==> src/rtl/mmio_uart_tx.sv <==
// Memory-mapped UART transmitter: TXDATA/STATUS register window, byte FIFO, serial frame engine.
// Build option UART_TX_PARITY_EN adds an even-parity bit (8E1); the default build sends 8N1.
module mmio_uart_tx #(
    parameter int unsigned           ADDR_WIDTH   = 32,
    parameter int unsigned           DATA_WIDTH   = 32,
    parameter logic [ADDR_WIDTH-1:0] BASE_ADDR    = ADDR_WIDTH'(32'h1000_0000),
    parameter int unsigned           FIFO_DEPTH   = 16,
    parameter int unsigned           CLKS_PER_BIT = 16
) (
    input  logic                  clk,
    input  logic                  rst,
    input  logic [ADDR_WIDTH-1:0] addr,
    input  logic [DATA_WIDTH-1:0] data_in,
    input  logic [3:0]            wmask,
    input  logic                  we,
    output logic [DATA_WIDTH-1:0] data_out,
    output logic                  hit,
    output logic                  tx
);
    localparam int unsigned AW = $clog2(FIFO_DEPTH);
    localparam int unsigned PW = AW + 1;
    localparam int unsigned CW = $clog2(CLKS_PER_BIT);

    localparam logic [2:0] S_IDLE   = 3'd0;
    localparam logic [2:0] S_START  = 3'd1;
    localparam logic [2:0] S_DATA   = 3'd2;
    localparam logic [2:0] S_STOP   = 3'd3;
`ifdef UART_TX_PARITY_EN
    localparam logic [2:0] S_PARITY = 3'd4;
`endif

    logic [2:0]    state_q,  state_d;
    logic [CW-1:0] cnt_q,    cnt_d;
    logic [2:0]    bit_q,    bit_d;
    logic [7:0]    shreg_q,  shreg_d;
    logic          tx_q,     tx_d;
    logic          ovf_q,    ovf_d;
    logic [PW-1:0] wr_ptr_q, wr_ptr_d;
    logic [PW-1:0] rd_ptr_q, rd_ptr_d;
    logic [7:0]    mem_q [FIFO_DEPTH];

    logic          full, empty, busy, bit_end;
    logic          txdata_wr, status_wr, push, pop;
    logic [PW-1:0] count;
    logic [7:0]    rd_data;
    logic [31:0]   status;
    logic          unused_bits;

    // Register decode and FIFO flags
    assign hit       = (addr[ADDR_WIDTH-1:3] == BASE_ADDR[ADDR_WIDTH-1:3]);
    assign txdata_wr = we & hit & ~addr[2] & wmask[0];
    assign status_wr = we & hit &  addr[2] & wmask[0];
    assign empty     = (wr_ptr_q == rd_ptr_q);
    assign full      = (wr_ptr_q[PW-1] != rd_ptr_q[PW-1]) &&
                       (wr_ptr_q[AW-1:0] == rd_ptr_q[AW-1:0]);
    assign count     = wr_ptr_q - rd_ptr_q;
    assign push      = txdata_wr & ~full;
    assign busy      = (state_q != S_IDLE);
    assign rd_data   = mem_q[rd_ptr_q[AW-1:0]];
    assign bit_end   = (cnt_q == CW'(CLKS_PER_BIT - 1));

    assign status   = {16'h0000, 8'(count), 4'h0, ovf_q, busy, empty, full};
    assign data_out = (hit && addr[2]) ? DATA_WIDTH'(status) : '0;
    assign tx       = tx_q;

    assign unused_bits = ^{addr[1:0], wmask[3:1], data_in[DATA_WIDTH-1:8]};

    // Next-state: serial engine, FIFO pointers, sticky overflow
    always_comb begin
        state_d  = state_q;
        cnt_d    = cnt_q;
        bit_d    = bit_q;
        shreg_d  = shreg_q;
        tx_d     = tx_q;
        ovf_d    = ovf_q;
        pop      = 1'b0;

        if (state_q != S_IDLE) begin
            cnt_d = bit_end ? '0 : cnt_q + CW'(1);
        end

        case (state_q)
            S_IDLE: begin
                tx_d = 1'b1;
                if (!empty) begin
                    pop     = 1'b1;
                    shreg_d = rd_data;
                    state_d = S_START;
                    tx_d    = 1'b0;
                    cnt_d   = '0;
                end
            end
            S_START: begin
                if (bit_end) begin
                    state_d = S_DATA;
                    tx_d    = shreg_q[0];
                end
            end
            S_DATA: begin
                if (bit_end) begin
                    if (bit_q == 3'd7) begin
                        bit_d = 3'd0;
`ifdef UART_TX_PARITY_EN
                        // Rotation preserves the XOR, so shreg still yields the byte's parity
                        state_d = S_PARITY;
                        tx_d    = ^shreg_q;
`else
                        state_d = S_STOP;
                        tx_d    = 1'b1;
`endif
                    end else begin
                        bit_d   = bit_q + 3'd1;
                        shreg_d = {shreg_q[0], shreg_q[7:1]};
                        tx_d    = shreg_q[1];
                    end
                end
            end
`ifdef UART_TX_PARITY_EN
            S_PARITY: begin
                if (bit_end) begin
                    state_d = S_STOP;
                    tx_d    = 1'b1;
                end
            end
`endif
            S_STOP: begin
                if (bit_end) begin
                    if (!empty) begin
                        pop     = 1'b1;
                        shreg_d = rd_data;
                        state_d = S_START;
                        tx_d    = 1'b0;
                    end else begin
                        state_d = S_IDLE;
                        tx_d    = 1'b1;
                    end
                end
            end
            default: begin
                state_d = S_IDLE;
                tx_d    = 1'b1;
                cnt_d   = '0;
                bit_d   = 3'd0;
            end
        endcase

        if (txdata_wr && full) begin
            ovf_d = 1'b1;
        end else if (status_wr && data_in[3]) begin
            ovf_d = 1'b0;
        end

        wr_ptr_d = wr_ptr_q + PW'(push);
        rd_ptr_d = rd_ptr_q + PW'(pop);
    end

    // State registers
    always_ff @(posedge clk) begin
        if (!rst) begin
            state_q  <= S_IDLE;
            cnt_q    <= '0;
            bit_q    <= 3'd0;
            shreg_q  <= 8'h00;
            tx_q     <= 1'b1;
            ovf_q    <= 1'b0;
            wr_ptr_q <= '0;
            rd_ptr_q <= '0;
        end else begin
            state_q  <= state_d;
            cnt_q    <= cnt_d;
            bit_q    <= bit_d;
            shreg_q  <= shreg_d;
            tx_q     <= tx_d;
            ovf_q    <= ovf_d;
            wr_ptr_q <= wr_ptr_d;
            rd_ptr_q <= rd_ptr_d;
        end
    end

    // FIFO storage; contents are left stale on reset since the pointers define validity
    always_ff @(posedge clk) begin
        if (push) begin
            mem_q[wr_ptr_q[AW-1:0]] <= data_in[7:0];
        end
    end

endmodule

==> config.mk <==
export PLATFORM = sky130hd
export DESIGN_NAME = mmio_uart_tx
export DESIGN_NICKNAME = d
export VERILOG_FILES = /design/src/rtl/mmio_uart_tx.sv
export SDC_FILE = /design/constraint.sdc
export NUM_CORES = 1
export LEC_CHECK = 0
export CAP_MARGIN = 10
export CORE_MARGIN = 8
export CORE_UTILIZATION = 40
export CTS_CLUSTER_SIZE = 24
export DETAILED_ROUTE_END_ITERATION = 12
export PLACE_DENSITY = 0.59
export SETUP_SLACK_MARGIN = 0.3
export SYNTH_ARGS = -nofsm -noshare
export SYNTH_HDL_FRONTEND = slang
export SYNTH_SLANG_ARGS = --single-unit
==> constraint.sdc <==
create_clock -name clk -period 4.2 [get_ports clk]
set_input_delay 0.84 -clock clk [delete_from_list [all_inputs] [get_ports clk]]
set_output_delay 0.84 -clock clk [all_outputs]
set_load 0.03 [all_outputs]
# Word-level counts from Yosys, hierarchy flattened

Memories as Yosys holds them, arrays and structs flattened. A register that Yosys moved wholly into a read port is not among the register bits.
Cells that the tools add are included.

Bitwise logic cells: 9
$add $sub $neg: 5
Reductions and logical operators: 14
Multiplexer cells: 34
Equal/unequal tests: 15

Operator list:

| operator                                               | number |
|---|---|
| two-way mux 8 bit                                      | 4 |
| equality test 29 x 26 -> 1 bit (second input constant) | 1 |
| one-hot mux 8 bit (3 select lines)                     | 1 |
| two-way mux 3 bit                                      | 7 |
| two-way mux 4 bit                                      | 4 |
| two-way mux 13 bit                                     | 1 |
| two-way mux 1 bit                                      | 12 |
| != test 2 bit (second input constant)                  | 6 |
| one-hot mux 3 bit (4 select lines)                     | 1 |
| adder 5 x 1 -> 5 bit                                   | 2 |
| one-hot mux 4 bit (2 select lines)                     | 1 |
| AND 1 bit                                              | 6 |
| equality test 3 x 2 -> 1 bit (second input constant)   | 2 |
| one-hot mux 3 bit (2 select lines)                     | 1 |
| nonzero test 3 bit                                     | 2 |
| OR reduction 3 bit                                     | 2 |
| equality test 5 bit                                    | 1 |
| AND reduction 5 bit                                    | 1 |
| subtractor 5 bit                                       | 1 |
| adder 4 x 1 -> 4 bit (second input constant)           | 1 |
| equality test 4 bit                                    | 1 |
| equality test 4 bit (second input constant)            | 1 |
| logical AND 1 bit                                      | 4 |
| one-hot mux 1 bit (4 select lines)                     | 1 |
| other kinds (11)                                       | 13 |

Flip-flop bits (word level): 30
Memories: 1
RAM bits: 128
Logic and storage cells: 86
Input port bits: 71

Memory list:

| memory | depth | width | rd ports | clocked after Yosys merged registers in | wr ports | line | RTL |
|---|---|---|---|---|---|---|---|
| mem_q  | 16    | 8     | 1        | 1                                       | 1        | 40   | `logic [7:0] mem_q [FIFO_DEPTH];` |

# Logic depth before layout (Yosys ltp)

Gate-level depths: netlist of the first run.

Depth in word-level cells: 7
Depth in mapped cells: 13

# Worst setup path after synthesis of the first run

No wires, ideal clock.

Path kind: register to register
From: register wr_ptr_q[0]
To: memory mem_q[10][0] (enable)
Required time: 3,805 ps
Path slack: 889 ps
Buffers on the path: 3
Cell stages (with the launch flop): 10
Arrival time: 2,916 ps
Clock period less this slack: 3,311 ps
Cell sequence: dfxtp_1 > clkbuf_1 > clkinv_1 > ha_1 > and4_4 > buf_6 > a21oi_1 > nand4_2 > buf_2 > nor4_1

Longest elaborated chain between the ends: 6

Ends and longest elaborated chain:

| item                                    | line | RTL |
|---|---|---|
| start, declared                         | 38   | `logic [PW-1:0] wr_ptr_q, wr_ptr_d;` |
| start signal, assigned                  | 175  | `wr_ptr_q <= wr_ptr_d;` |
| equality test 4 bit                     | 55   | `(wr_ptr_q[AW-1:0] == rd_ptr_q[AW-1:0]);` |
| logical AND 1 bit                       | 54   | `assign full = (wr_ptr_q[PW-1] != rd_ptr_q[PW-1]) &&` |
| NOT 1 bit                               | 57   | `assign push = txdata_wr & ~full;` |
| AND 1 bit                               | 57   |  |
| two-way mux 1 bit                       | 182  | `if (push) begin` |
| two-way mux 1 bit (not written as such) | 183  | `mem_q[wr_ptr_q[AW-1:0]] <= data_in[7:0];` |
| end, declared                           | 40   |  |

Parallel ways exist; a longest one is shown, timed or not.

# Worst setup path in the final report of the first run

From: input port addr[18]
To: output port data_out[12]

Longest elaborated chain between the ends: 3

Ends and longest elaborated chain:

| item                           | line | RTL |
|---|---|---|
| start, declared                | 12   | `input logic [ADDR_WIDTH-1:0] addr,` |
| equality test 29 x 26 -> 1 bit | 50   | `assign hit = (addr[ADDR_WIDTH-1:3] == BASE_ADDR[ADDR_WIDTH-1:3]);` |
| logical AND 1 bit              | 63   | `assign data_out = (hit && addr[2]) ? DATA_WIDTH'(status) : '0;` |
| two-way mux 13 bit             | 63   |  |
| end, declared                  | 16   | `output logic [DATA_WIDTH-1:0] data_out,` |

Every way passes these cells.

==> results.tsv, run 1 <==
metric	value	unit
holdCritPathClass	reg2reg	
synth_adder_area_share	3.00	%
port-buffer-count	52	
fin_nets	611	
synth-seq-area-share	64.0	%
grt_pass1_vias	4158	
cts_root_buf	clkbuf_16	
fillers	1486	
met2_usage	23.5	%
antenna_left	0	
start_util	40.4	%
die-height	148	µm
synthMuxAreaShare	10.6	%
powerDensity	427	nW/µm²
drt_iter0_markers	291	
synth_edf_count	128	
hpwl	10.2	mm
cts_buffers	17	
ys_seq_elements	157	
min_period	3.80	ns
cpMostUsedCell	clkdlybuf4s50_1	
rows	48	
critPathLaunchType	input port	
hold_buffers	0	
syn_avg_cell_area	15.1	µm²
antenna_found_initial	1	
cts_tree	done	
syn_area	6920	µm²
dr.pass1.iters	5	
areaGrowthSynthToFinish	19.6	%
finalCritPeriodShare	90.4	%
relSlewSlack	34.4	%
dpl_worst_slack	0.276	ns
combPwrFrac	9.7	%
drt-total-wl	15.1	mm
clock_latency	0.43	ns
fin_setup_tns	0	ns
finalClockSkew	0.0120	ns
fin_ws	0.404	ns
grt_pass1_wl	23.2	mm
crit_required	3.36	ns
synth_xor_area_share	1.50	%
synth_compound_area_share	5.84	%
post_cts_buffers	0	
setup_viol	0	
layout_commonest_cell	edfxtp_1	
met3_usage	3.33	%
max_stage_delay	0.69	ns
p_switching	0.840	mW
cts_max_level	4	
grt_usage	14.2	%
fp.coreArea	17100	µm²
end_kind	output port	
cp_cell_sequence	clkdlybuf4s50_1, nor4_1, and4_1, nand3_1, nor2_1, clkdlybuf4s50_1	
place_congestion	0.798	
intPower	2.69	mW
clkPwrFrac	41.7	%
ys_async_sr_fraction	0	%
antennaDiodeCount	0	
seqPwrFrac	48.6	%
fin_hold_ws	0.463	ns
ys_warn_count	0	
vias	4078	
grt_setup_unrepaired	yes	
irDropWorstVdd	0.290	mV
switching_share	23.8	%
path_clk_slew	0.06	ns
hold_viol	0	
crit_slowest_cell	clkdlybuf4s50_1	
wire_per_inst	19.8	µm
worst_pin_slew	0.984	ns
die_area	21800	µm²
cp_max_fo	7	
cts_buffer_depth	2	
finalMaxSlewViolations	0	
grt_max_degree	42	
grt_overflow	0	
drv_cap	0	
cts.sinks	157	
ys.flop_type	edfxtp_1	
arrival	2.96	ns
p_leak	2.80	nW
path_buf_inv	2	
cp_top_family	buffers and inverters	
vias_per_cell	5.35	
yosys.area_share.simple	10.1	%
gr-max-usage-layer	met2	
status	complete, no violations	
remaining_drc_errors	0	
post_cts_resized	2	
multiInputGateArea	2270	µm²
layout_common_cells	edfxtp_1, clkdlybuf4s50_1, dfxtp_1	
globalRouteMet1Util	17.7	%
drive_above_1_share	20.5	%
max_freq	263	MHz
die_w	148	µm
ff_latch_area	4430	µm²
critPathKind	in2out	
synth_cells	457	
io_pins	105	
synth_top_family_by_area	multiplexers	
synth_cell_types	57	
synth_stat cells (3+ instances only):
cell | count | area, µm²
a21oi_1 | 11 | 55.1
a221oi_1 | 9 | 78.8
a22oi_1 | 8 | 60.1
a32o_1 | 7 | 70.1
and2_1 | 8 | 50.1
and3_1 | 3 | 18.8
and4_1 | 3 | 26.3
buf_2 | 6 | 30.0
buf_4 | 24 | 180
buf_6 | 3 | 33.8
clkbuf_1 | 10 | 37.5
clkinv_1 | 3 | 11.3
dfxtp_1 | 29 | 581
edfxtp_1 | 128 | 3840
ha_1 | 15 | 188
inv_1 | 8 | 30.0
mux2_2 | 14 | 158
mux4_2 | 25 | 563
nand2_1 | 17 | 63.8
nand2b_1 | 10 | 62.6
nand3_1 | 19 | 95.1
nor2_1 | 18 | 67.6
nor3_1 | 7 | 35.0
nor4_1 | 22 | 138
o21ai_0 | 3 | 15.0
xnor2_1 | 6 | 52.6
xor2_1 | 4 | 35.0
cell type report:
cell class              instances  area share, %
repair buffers                 71           8.15
multi-input cells             266           27.5
flip-flops and latches        157           53.5
clock buffers                  19           5.35
clock inverters                13           1.59
well taps                     225           3.40
inverters                      11          0.514
registers in the layout (all words and copies together) (netlist names):
| signal | count |
|---|---|
| mem_q | 128 |
| shreg_q | 8 |
| ovf_q | 1 |
| wr_ptr_q | 5 |
| rd_ptr_q | 5 |
| state_q | 2 |
| cnt_q | 4 |
| tx | 1 |
| bit_q | 3 |
per-layer routing:
metal  vias to the layer above  wire length (µm)
met1                      2049              6460
met2                       115              7570
li1                       1895                 -
met5                         -                 0
met3                        19               770
met4                         0               265
path summary, 6_finish.rpt:
kind                      startpoint                       to  slack (ns)  cells past startpoint
max                         addr[18]             data_out[12]        0.40                      6
min          shreg_q[4]$_SDFFE_PN0P_  shreg_q[4]$_SDFFE_PN0P_        0.46                      1
max reg2reg   wr_ptr_q[0]$_SDFF_PN0_    mem_q[8][3]$_DFFE_PP_        1.20                      7
min reg2reg  shreg_q[4]$_SDFFE_PN0P_  shreg_q[4]$_SDFFE_PN0P_        0.46                      1
per-stage QoR:
step | total power [mW] | area (µm²) | utilization [%] | std cells
finish | 3.53 | 8270 | 48.3 | 762
global placement | 2.08 | 7690 | 44.9 | 730
detailed placement | 2.09 | 7690 | 44.9 | 730
global route | 3.65 | 8270 | 48.3 | 762
CTS | 3.55 | 8260 | 48.3 | 762
floorplan | 2.00 | 7000 | - | 479
logic make-up after synthesis:
| group | count (synthesis) |
|---|---|
| DFF | 157 |
| and+or+nand+nor | 124 |
| buffers and inverters | 56 |
| AOI/OAI and AO/OA | 52 |
| muxes | 40 |
| adders and majority gates | 16 |
| xor gates and xnor gates | 11 |
| other | 1 |
power by group through the flow:
stage	logic, mW	clock network, mW	registers, mW
floorplan	0.250	0	1.75
global placement	0.333	0	1.75
detailed placement	0.343	0	1.75
CTS	0.344	1.50	1.71
global route	0.379	1.55	1.72
finish	0.344	1.47	1.72
Note: power is estimated with default switching activity, not from simulation.
==> run 2: changes to the inputs <==
Settings changed: ABC_AREA set to 1, CTS_BUF_LIST set to sky130_fd_sc_hd__clkbuf_4, CTS_CLUSTER_DIAMETER set to 50.
==> run 2 against run 1 <==
  * Core utilization fell by 2.4 points
  * Critical path depth increased by 2
  * Total power down 13%
  * Worst hold slack better by 0.0064 ns
  * Count of clock-buffer cells in the layout increased by 1
  * Sequential share of layout area shrank 0.30 points
  * Critical path type unchanged
  * Fmax is 3.1% higher
  * Die area up 6.2%
  * Synthesized cell count increased by 75%
  * Cell count increased by 43%
  * Combinational power increased by 16%
==> results.tsv, run 2 <==
metric	value	unit	change
dpl_worst_slack	0.484	ns	+0.208 ns
synth.largest_area_cell	edfxtp_1		
rows	49		+2.1%
port-buffer-count	52		unchanged
post-route-util	46.0	%	-2.4 points
ys_seq_elements	157		unchanged
clock_latency	0.56	ns	+0.13 ns
remaining_drc_errors	0		unchanged
end_kind	output port		
io_pins	105		unchanged
fillers	1720		+16%
antenna_left	0		unchanged
ys_warn_count	0		unchanged
relSlewSlack	24.2	%	-10 points
critPathLaunchType	input port		
grt_max_degree	67		+60%
synth_cells	800		+75%
synth-seq-area-share	59.8	%	-4.2 points
cts_buffer_depth	2		unchanged
hold_viol	0		unchanged
ys.flop_type	edfxtp_1		
finalMaxSlewViolations	0		unchanged
dr.pass1.iters	4		-1
min_period	3.68	ns	-0.114 ns
yosysMostFrequentCell	nand2_1		
drt-total-wl	16.5	mm	+9.6%
fp.coreArea	18100	µm²	+5.7%
syn_avg_cell_area	9.25	µm²	-39%
antenna_found_initial	1		unchanged
cts_tree	done		
vias	5145		+26%
fin_nets	935		+53%
post_cts_resized	0		-2
layout_common_cells	nand2_1, edfxtp_1, inv_1		
grt_pass1_vias	4974		+20%
die_w	152	µm	+3.1%
hpwl	10.5	mm	+2.1%
max_stage_delay	0.69	ns	about the same
cts_buffers	17		unchanged
grt_overflow	0		unchanged
die-height	152	µm	+3.1%
status	complete, no violations		
cts_max_level	4		unchanged
synth_cell_types	32		-44%
hold_buffers	0		unchanged
critPathKind	in2out		
die_area	23100	µm²	+6.2%
grt_setup_unrepaired	no		
cp_max_fo	9		+2
post_cts_buffers	0		unchanged
finalCritPeriodShare	87.7	%	-2.7 points
p_leak	3.49	nW	+25%
holdCritPathClass	reg2reg		
drt-met1-wl	7.21	mm	+12%
synth_commonest_cells	nand2_1, edfxtp_1, inv_1		
grt_pass1_wl	26.2	mm	+13%
drv_cap	0		unchanged
fin_hold_ws	0.469	ns	+0.00644 ns
powerDensity	371	nW/µm²	-13%
cts_root_buf	clkbuf_4		
worst_pin_slew	1.14	ns	+0.152 ns
drive_above_1_share	6.50	%	-14 points
topRoutingLayerUsed	met4		
largest_reg_flops	128		unchanged
ys_async_sr_fraction	0	%	unchanged
cts.sinks	157		unchanged
start_util	40.9	%	+0.50 points
setup_viol	0		unchanged
arrival	2.84	ns	-0.12 ns
place_congestion	0.788		-1.2%
fin_setup_tns	0	ns	unchanged
max_freq	272	MHz	+3.1%
crit_slowest_cell	clkdlybuf4s50_1		
finalClockSkew	0.0182	ns	+0.00620 ns
p_total	3.08	mW	-13%
grt_usage	14.5	%	+0.32 points
dr_wl_met2	8.15	mm	+7.6%
syn_area	7400	µm²	+7.0%
route.met3.wl	934	µm	+21%
path_clk_slew	0.10	ns	+0.04 ns
fin_ws	0.517	ns	+0.114 ns
synth_edf_count	128		unchanged
crit_required	3.36	ns	about the same
synth_top_area_share	51.9	%	-3.6 points
cp_cell_sequence	clkdlybuf4s50_1, or2_1, nor2_1, nand2_1, nor2_4, nand2_1, nor2_1, clkdlybuf4s50_1		
synth.area.top_cells	edfxtp_1, nand2_1, dfxtp_1, nand3_1, inv_1		
vias_per_cell	4.72		-12%
irDropWorstVdd	0.193	mV	-34%
areaGrowthSynthToFinish	12.4	%	
drt_iter0_markers	379		+30%
wire_per_inst	15.1	µm	-23%
layout_commonest_cell	nand2_1		
==> run 2: cell types whose count changed after synthesis, moves of 14 or more <==
cell,before,now
nor4_1,22,0
nand2_1,17,215
a21oi_1,11,30
nor2_1,18,76
mux2_2,14,0
mux4_2,25,0
inv_1,8,113
nand3_1,19,98
==> run 2: final timing paths <==
check,from,end,slack [ns],cells past startpoint
setup / recovery,addr[4],data_out[8],0.52,8
hold reg to reg,ovf_q$_SDFFE_PN0P_,ovf_q$_SDFFE_PN0P_,0.47,2
hold / removal,ovf_q$_SDFFE_PN0P_,ovf_q$_SDFFE_PN0P_,0.47,2
setup reg to reg,rd_ptr_q[2]$_SDFF_PN0_,mem_q[7][5]$_DFFE_PP_,1.11,9
==> run 2: cell families (layout without fill, tap and decap cells) <==
kind of cell	Yosys count	after routing	share of synthesized area (%)
simple gates	405	405	23.1
buf+inv	166	205	9.86
flops	157	157	59.8
compound gates	47	47	3.35
fa+ha+maj	16	16	2.81
xor+xnor	8	8	1.05
other cells	1	24	0.0507
==> run 2: layer usage <==
| metal | GRT usage (%) | up-vias |
|---|---|---|
| met5 | 0 | - |
| met4 | 5.38 | 0 |
| met3 | 3.86 | 16 |
| met2 | 24.9 | 128 |
| met1 | 17.2 | 2369 |
| li1 | - | 2632 |
==> run 2: power breakdown <==
group	switching, mW	total, mW	internal [mW]
Sequential	0.0234	1.74	1.71
Combinational	0.257	0.398	0.141
Clock	0.520	0.947	0.428
Total	0.800	3.08	2.28
==> run 2: worst max-delay path, delay by kind of cell <==
kind                   cells  cell delay (ns)
AND/OR/NAND/NOR            6             0.94
buffers and inverters      2             1.08
==> run 2: cell type report <==
| cell class | instances | area [µm²] | share of cell area [%] |
|---|---|---|---|
| tap | 229 | 287 | 3.45 |
| multi-input combinational | 499 | 2330 | 28.0 |
| antenna | 1 | 2.50 | 0.0301 |
| clock buffer | 20 | 150 | 1.81 |
| timing repair buffer | 57 | 543 | 6.53 |
| sequential | 157 | 4430 | 53.2 |
| clock inverter | 12 | 144 | 1.73 |
| inverter | 116 | 435 | 5.24 |
==> run 2: per-stage QoR <==
| step | instances | cell area (µm²) |
|---|---|---|
| 3_5_place_dp | 1058 | 8020 |
| 6_report | 1091 | 8320 |
| 3_3_place_gp | 1058 | 8020 |
| 2_1_floorplan | 822 | 7480 |
| 4_1_cts | 1090 | 8310 |
| 5_1_grt | 1091 | 8320 |
==> run 3: changes to the inputs <==
Settings changed: CELL_PAD_IN_SITES_DETAIL_PLACEMENT set to 0, CELL_PAD_IN_SITES_GLOBAL_PLACEMENT set to 1, PLACE_DENSITY 0.59 to 0.74.
==> run 3 against run 2 <==
  * Register-to-register slack hardly changed
  * Cell count up 0.18%
  * Via count down 0.95%
  * Critical path depth is the same
  * Wire length increased by 2.2%
  * Design area hardly changed
  * Flip-flop and latch count did not move
  * Worst hold slack improved by 0.0023 ns
  * Count of clock-buffer cells in the layout shrank 2
  * Combinational power about the same
  * Highest routed layer unchanged
==> results.tsv, run 3 (synthesis results as in run 2) <==
metric	value	unit	change
status	complete, no violations		
critPathLaunch	addr[4]		
grt_usage	14.9	%	+0.35 points
relSlewSlack	21.2	%	-3.0 points
cts_max_level	4		unchanged
fin_ws	0.520	ns	+0.00238 ns
cts_buffer_depth	2		unchanged
cts_buffers	17		unchanged
die-height	152	µm	unchanged
drt-total-wl	16.9	mm	+2.2%
vias	5096		-0.95%
post_cts_buffers	0		unchanged
worst_pin_slew	1.18	ns	+0.0445 ns
reg2reg_depth	9		unchanged
cp_max_fo	9		unchanged
fin_setup_tns	0	ns	unchanged
min_period	3.68	ns	-0.00238 ns
cts_root_buf	clkbuf_4		
grt_pass1_vias	4906		-1.4%
finalClockSkew	0.0174	ns	-0.000868 ns
wire_per_inst	15.4	µm	+2.0%
cts.sinks	157		unchanged
vias_per_cell	4.66		-1.1%
rows	49		unchanged
post-place-cells	1061		+0.28%
post-route-util	46.0	%	about the same
multiInputGateArea	2330	µm²	unchanged
place_congestion	0.800		+1.5%
grt_setup_unrepaired	no		
cts_tree	done		
layout.cells.non_filler	1093		+0.18%
critPathKind	in2out		
remaining_drc_errors	0		unchanged
clock_latency	0.55	ns	about the same
layout_commonest_cell	nand2_1		
grt_pass1_wl	26.7	mm	+1.7%
port-buffer-count	52		unchanged
cp-endpoint	data_out[8]		
fillers	1763		+2.5%
hold_viol	0		unchanged
crit_required	3.36	ns	about the same
reg2reg_slack	1.11	ns	about the same
die_area	23100	µm²	unchanged
io_pins	105		unchanged
areaGrowthSynthToFinish	12.3	%	about the same
grt_overflow	0		unchanged
irDropWorstVdd	0.211	mV	+9.7%
fp.coreArea	18100	µm²	unchanged
end_kind	output port		
hpwl	10.6	mm	+1.8%
finalCritPeriodShare	87.6	%	about the same
antenna_found_initial	1		unchanged
p_leak	3.52	nW	+0.89%
drv_cap	0		unchanged
rr_endpoint	mem_q[11][1]$_DFFE_PP_		
dpl_worst_slack	0.471	ns	-0.0126 ns
arrival	2.84	ns	about the same
max_freq	272	MHz	about the same
fin_nets	938		+0.32%
die_w	152	µm	unchanged
layout_common_cells	nand2_1, edfxtp_1, inv_1		
setup_viol	0		unchanged
grt_max_degree	67		unchanged
ff_latch_area	4430	µm²	unchanged
drive_above_1_share	6.37	%	-0.13 points
path_clk_slew	0.11	ns	about the same
critPathLaunchType	input port		
powerDensity	360	nW/µm²	-2.8%
holdCritPathClass	reg2reg		
reg2reg_from	rd_ptr_q[2]$_SDFF_PN0_		
dr.pass1.iters	4		unchanged
drt_iter0_markers	376		-0.79%
fin_hold_ws	0.472	ns	+0.00232 ns
antenna_left	0		unchanged
finalMaxSlewViolations	0		unchanged
largest_reg_flops	128		unchanged
start_util	40.9	%	unchanged
==> run 3: cell types whose count changed in the layout (fill, tap and decap cells not counted), sizes merged <==
cell           delta
clkinv            +3
buf               +3
dlymetal6s2s      +2
inv               -1
clkdlybuf4s50     -2
bufinv            -1
clkbuf            -2
==> run 3: worst min path at each step <==
stage / slack [ns] / endpoint / startpoint / depth (start not counted)
after CTS: 0.48 / shreg_q[2]$_SDFFE_PN0P_ / shreg_q[2]$_SDFFE_PN0P_ / 2
after detailed placement: 0.46 / shreg_q[2]$_SDFFE_PN0P_ / shreg_q[2]$_SDFFE_PN0P_ / 2
after floorplan: 0.44 / ovf_q$_SDFFE_PN0P_ / ovf_q$_SDFFE_PN0P_ / 2
after global routing: 0.48 / shreg_q[5]$_SDFFE_PN0P_ / shreg_q[5]$_SDFFE_PN0P_ / 2
final: 0.47 / ovf_q$_SDFFE_PN0P_ / ovf_q$_SDFFE_PN0P_ / 2
after global placement: 0.45 / ovf_q$_SDFFE_PN0P_ / ovf_q$_SDFFE_PN0P_ / 2
==> run 3: worst max-delay path, stage by stage <==
cell             delay [ns]
clkdlybuf4s50_1        0.40
or2_1                  0.22
nor2_1                 0.10
nand2_1                0.09
nor2_4                 0.15
nand2_1                0.21
nor2_1                 0.15
clkdlybuf4s50_1        0.68
==> run 3: what timing repair did <==
action	4_1_cts	5_1_grt
hold buffers	0	0
gates resized for setup	0	2
endpoints found under the setup margin	0	2
==> run 3: per-layer routing <==
layer / vias up / part of all wire, % / global-route usage, %
met2: 141 / 48 / 25.1
met5: - / 0 / 0
met4: 0 / 1.3 / 5.47
li1: 2645 / - / -
met1: 2294 / 44 / 18.2
met3: 16 / 6.6 / 3.63
==> run 3: power by group <==
group / switching, mW / internal [mW] / leakage (nW)
Clock: 0.510 / 0.348 / 0.138
Sequential: 0.0225 / 1.71 / 1.39
Combinational: 0.258 / 0.141 / 2.00
==> run 3: layout make-up <==
cell class | instances | share of cell area [%]
Sequential cell | 157 | 53.2
Multi-Input combinational cell | 499 | 28.0
Timing Repair Buffer | 60 | 6.86
Inverter | 116 | 5.24
Tap cell | 229 | 3.45
Clock buffer | 18 | 1.63
Clock inverter | 13 | 1.52
Antenna cell | 1 | 0.0301
==> run 3: per-stage QoR <==
step | power [mW] | area, µm²
floorplan | 2.06 | 7480
global placement | 2.17 | 8040
detailed placement | 2.17 | 8040
CTS | 3.02 | 8300
global route | 3.14 | 8310
finish | 2.99 | 8310
